[src/rtl/hc_283.sv]
// hc_283: registered unsigned adder with a full carry-lookahead core (74x283 style).
// Sum and carry-out are captured one clock after the operands; reset clears them at once.
`default_nettype none

module hc_283 #(
  parameter int WIDTH = 4
) (
  input  logic             clk,
  input  logic             rst_n,
  input  logic [WIDTH-1:0] DataIn1,
  input  logic [WIDTH-1:0] DataIn2,
  output logic             Cout,
  output logic [WIDTH-1:0] DataOut
);

  logic [WIDTH-1:0]              w_gen;
  logic [WIDTH-1:0]              w_prop;
  logic [WIDTH:0]                w_carry;
  logic [WIDTH-1:0]              w_sum;
  logic [WIDTH:1][WIDTH-1:0]     w_term;

  logic [WIDTH-1:0]              r_sum;
  logic                          r_cout;

  assign w_gen  = DataIn1 & DataIn2;
  assign w_prop = DataIn1 ^ DataIn2;

  // No carry-in port: the LSB carry is tied low, so every carry is a pure
  // sum of generate terms each qualified by the propagates above it.
  assign w_carry[0] = 1'b0;

  for (genvar i = 1; i <= WIDTH; i++) begin : g_carry
    for (genvar j = 0; j < WIDTH; j++) begin : g_term
      if (j == i - 1) begin : g_direct
        assign w_term[i][j] = w_gen[j];
      end else if (j < i - 1) begin : g_chain
        assign w_term[i][j] = w_gen[j] & (&w_prop[i-1:j+1]);
      end else begin : g_none
        assign w_term[i][j] = 1'b0;
      end
    end
    assign w_carry[i] = |w_term[i];
  end

  assign w_sum = w_prop ^ w_carry[WIDTH-1:0];

  always_ff @(posedge clk or negedge rst_n) begin
    if (!rst_n) begin
      r_sum  <= '0;
      r_cout <= 1'b0;
    end else begin
      r_sum  <= w_sum;
      r_cout <= w_carry[WIDTH];
    end
  end

  assign DataOut = r_sum;
  assign Cout    = r_cout;

endmodule

`default_nettype wire

[config.mk]
export PLATFORM = sky130hd
export DESIGN_NAME = hc_283
export DESIGN_NICKNAME = d
export VERILOG_FILES = /design/src/rtl/hc_283.sv
export SDC_FILE = /design/constraint.sdc
export NUM_CORES = 1
export LEC_CHECK = 0
export BUFFER_PORTS_ARGS = -buffer_cell sky130_fd_sc_hd__buf_2
export CAP_MARGIN = 15
export CORE_AREA = 2 2 39 41
export DETAILED_ROUTE_END_ITERATION = 16
export DIE_AREA = 0 0 41 43
export PLACE_DENSITY = 0.49
export SYNTH_ARGS = -nofsm -noshare
export SYNTH_HDL_FRONTEND = slang
export SYNTH_SLANG_ARGS = --single-unit
export TNS_END_PERCENT = 100
[constraint.sdc]
create_clock -name clk -period 0.8 [get_ports clk]
set_input_delay 0.08 -clock clk [delete_from_list [all_inputs] [get_ports clk]]
set_output_delay 0.08 -clock clk [all_outputs]
set_load 0.1 [all_outputs]
==> qor.csv <==
stage;metric;value;unit
status;status;finished, violations left;
status;failing checks;setup timing;
synth;YS warnings;0;
floorplan;Vert. Die Dim;43;um
finish;final instance area;493;sq um
global_routing;vias in the first global route;196;
floorplan;Ports;15;
power_and_ir_drop;total power;1180;uW
floorplan;die area;1760;sq um
setup_path;critical path required time;0.72;ns
synth;post-synth net total;35;
routing;1st-iter DRT viols;2;
place;HPWL after detailed placement;355;um
floorplan;Die Wd;41;um
finish;commonest non-fill, non-tap cell in the layout;buf_2;
place;total placed instance area;457;sq um
floorplan;core area;1380;sq um
power_and_ir_drop;Peak VDD IR;643;uV
finish;final cell count without fillers;56;
sta;fmax;1.13;GHz
finish;layout cells sized above 1;0.675;
setup_path;critical path launch point;Cout$_DFF_PN0_;
sta;count of pins over their slew limit;0;
worst_hold_path;sink of the worst hold path;DataOut[0]$_DFF_PN0_;
global_routing;largest net degree at the start of global routing;6;
sta;final hold violation count;0;
synth;Post-Syn Instances;20;
synth;register area share after synthesis;0.503;
setup_path;Startpoint Class;flop;
sta;Max-slew headroom;0.927;
synth;Mapped Area;249;sq um
global_routing;first-pass GRT wire length;717;um
finish;most frequent cells in the layout;9 x buf_2, 5 x dfrtp_2, 5 x buf_12, 3 x inv_1, 3 x clkbuf_4;
sta;Final setup violation count;5;
place;Inst Count DP;51;
setup_path;CP endpoint kind;output port;
routing;routed wire length per instance;7.00;um
synth;Yosys reg bits;5;
cts;Post-CTS Resized;0;
cts;clock sink count;5;
cts;CTS Root Cell;clkbuf_4;
setup_path;Worst EP arrival;0.81;ns
setup_path;Max FO, Critical Path;1;
cts;Bufs on Longest Clock Path;2;
setup_path;CP bufs+invs;1;
setup_path;delay-heaviest family, CP;flip-flops;
setup_path;crit-path cells;buf_12;
worst_hold_path;hold path depth;2;
worst_hold_path;Hold Path Class;in -> reg;
routing;# DRC;0;
synth;syn avg cell area;12.4;sq um
worst_hold_path;Worst Hold Launch;DataIn2[0];
sta;Tcrit/Tclk final;1.11;
sta;unrepaired setup endpoints after global routing;yes;
cts;Num CTS Buffers;3;
floorplan;initial core utilization;0.180;
routing;post-route ant nets;0;
routing;Post-Route WL;392;um
place;GPL Wtd Cong;0.676;
sta;Slew @ Worst Pin;0.109;ns
place;Buffers on Ports;14;
routing;Vias;190;
job;Max Cap Violations;0;
finish;fin util;0.356;
floorplan;# rows;14;
global_routing;initial antenna violation count;0;
cts;CTS tree;done;
routing;1st-pass router iterations;2;
power_and_ir_drop;Leak;0.000238;uW
routing;DR vias/cell;3.39;
global_routing;gr usage total;0.0636;
setup_path;Slowest cell on crit path;dfrtp_2;
power_and_ir_drop;Power Density;2390;nW/um^2
cts;clock-pin slew on the worst setup and hold paths;0.04;ns
global_routing;total congestion overflow;0;
synth;Cell variety after synth;10;
setup_path;delay of the slowest critical-path stage;0.40;ns
finish;Fillers;130;
sta;Final WS setup;-0.0864;ns
finish;area delta synth->final;98.0;%
setup_path;WS Path Type;reg -> out;
finish;nets;56;
sta;Final Critical Period;0.886;ns
cts;# H-tree levels;1;
finish;n_diodes;0;
## power by group
| part | switching, uW | total [uW] | internal, uW |
|---|---|---|---|
| Clock | 93.8 | 282 | 188 |
| Sequential | 29.2 | 328 | 299 |
| Combinational | 353 | 568 | 215 |
| Total | 476 | 1180 | 702 |
## worst max path at each step
stage,end,depth (start not counted)
6_report,Cout,1
5_1_grt,Cout,1
3_5_place_dp,DataOut[2]$_DFF_PN0_,5
2_1_floorplan,DataOut[2]$_DFF_PN0_,4
3_3_place_gp,DataOut[2]$_DFF_PN0_,5
4_1_cts,Cout,1
## layout make-up
class	instances	area (sq um)	share of cell area
clock buffer	4	26.3	0.0533
inverter	4	15.0	0.0305
multi-input combinational	11	138	0.279
sequential	5	131	0.266
tap	16	20.0	0.0406
timing repair buffer	16	163	0.330
## metrics by stage
| step | setup TNS (ns) | setup WS, ns | hold WS, ns |
|---|---|---|---|
| floorplan | -0.0612 | -0.0311 | -0.216 |
| global placement | -0.610 | -0.175 | -0.106 |
| detailed placement | -0.614 | -0.186 | -0.103 |
| CTS | -0.487 | -0.0996 | 0.0827 |
| global route | -0.551 | -0.114 | 0.0826 |
| finish | -0.421 | -0.0864 | 0.0889 |
## state kept, by name, summed over array words and instances (netlist names)
signal and count:
Cout 1, DataOut 4
## Yosys cell counts
cell,instances,area (sq um)
dfrtp_1,5,125
xor2_1,1,8.76
ha_1,4,50.1
fa_1,1,20.0
inv_1,4,15.0
nand2_1,1,3.75
nand3_1,1,5.00
a21o_1,1,7.51
xnor2_1,1,8.76
a21oi_1,1,5.00
## routing by layer
metal	wire (um)	up-vias	share of wire	global-route usage
met4	0	0	0	0.0800
met1	158	77	0.40	0.0752
met5	0	-	0	0
li1	-	102	-	-
met2	182	11	0.46	0.0781
met3	51	0	0.13	0.0157
## timing repair
| action | 4_1_cts | 5_1_grt |
|---|---|---|
| setup buffers | 0 | 0 |
| endpoints found under the setup margin | 5 | 5 |
| endpoints found under the hold margin | 5 | 0 |
| hold buffers | 1 | 0 |
## logic make-up after synthesis
logic type	after synthesis	synth area share
XOR/XNOR	2	0.0704
AO/OA/AOI/OAI	2	0.0502
AND/OR/NAND/NOR	2	0.0351
adder cells (fa/ha/maj)	5	0.281
flip-flops	5	0.503
buffers and inverters	4	0.0603
(Power assumes the default switching activity.)
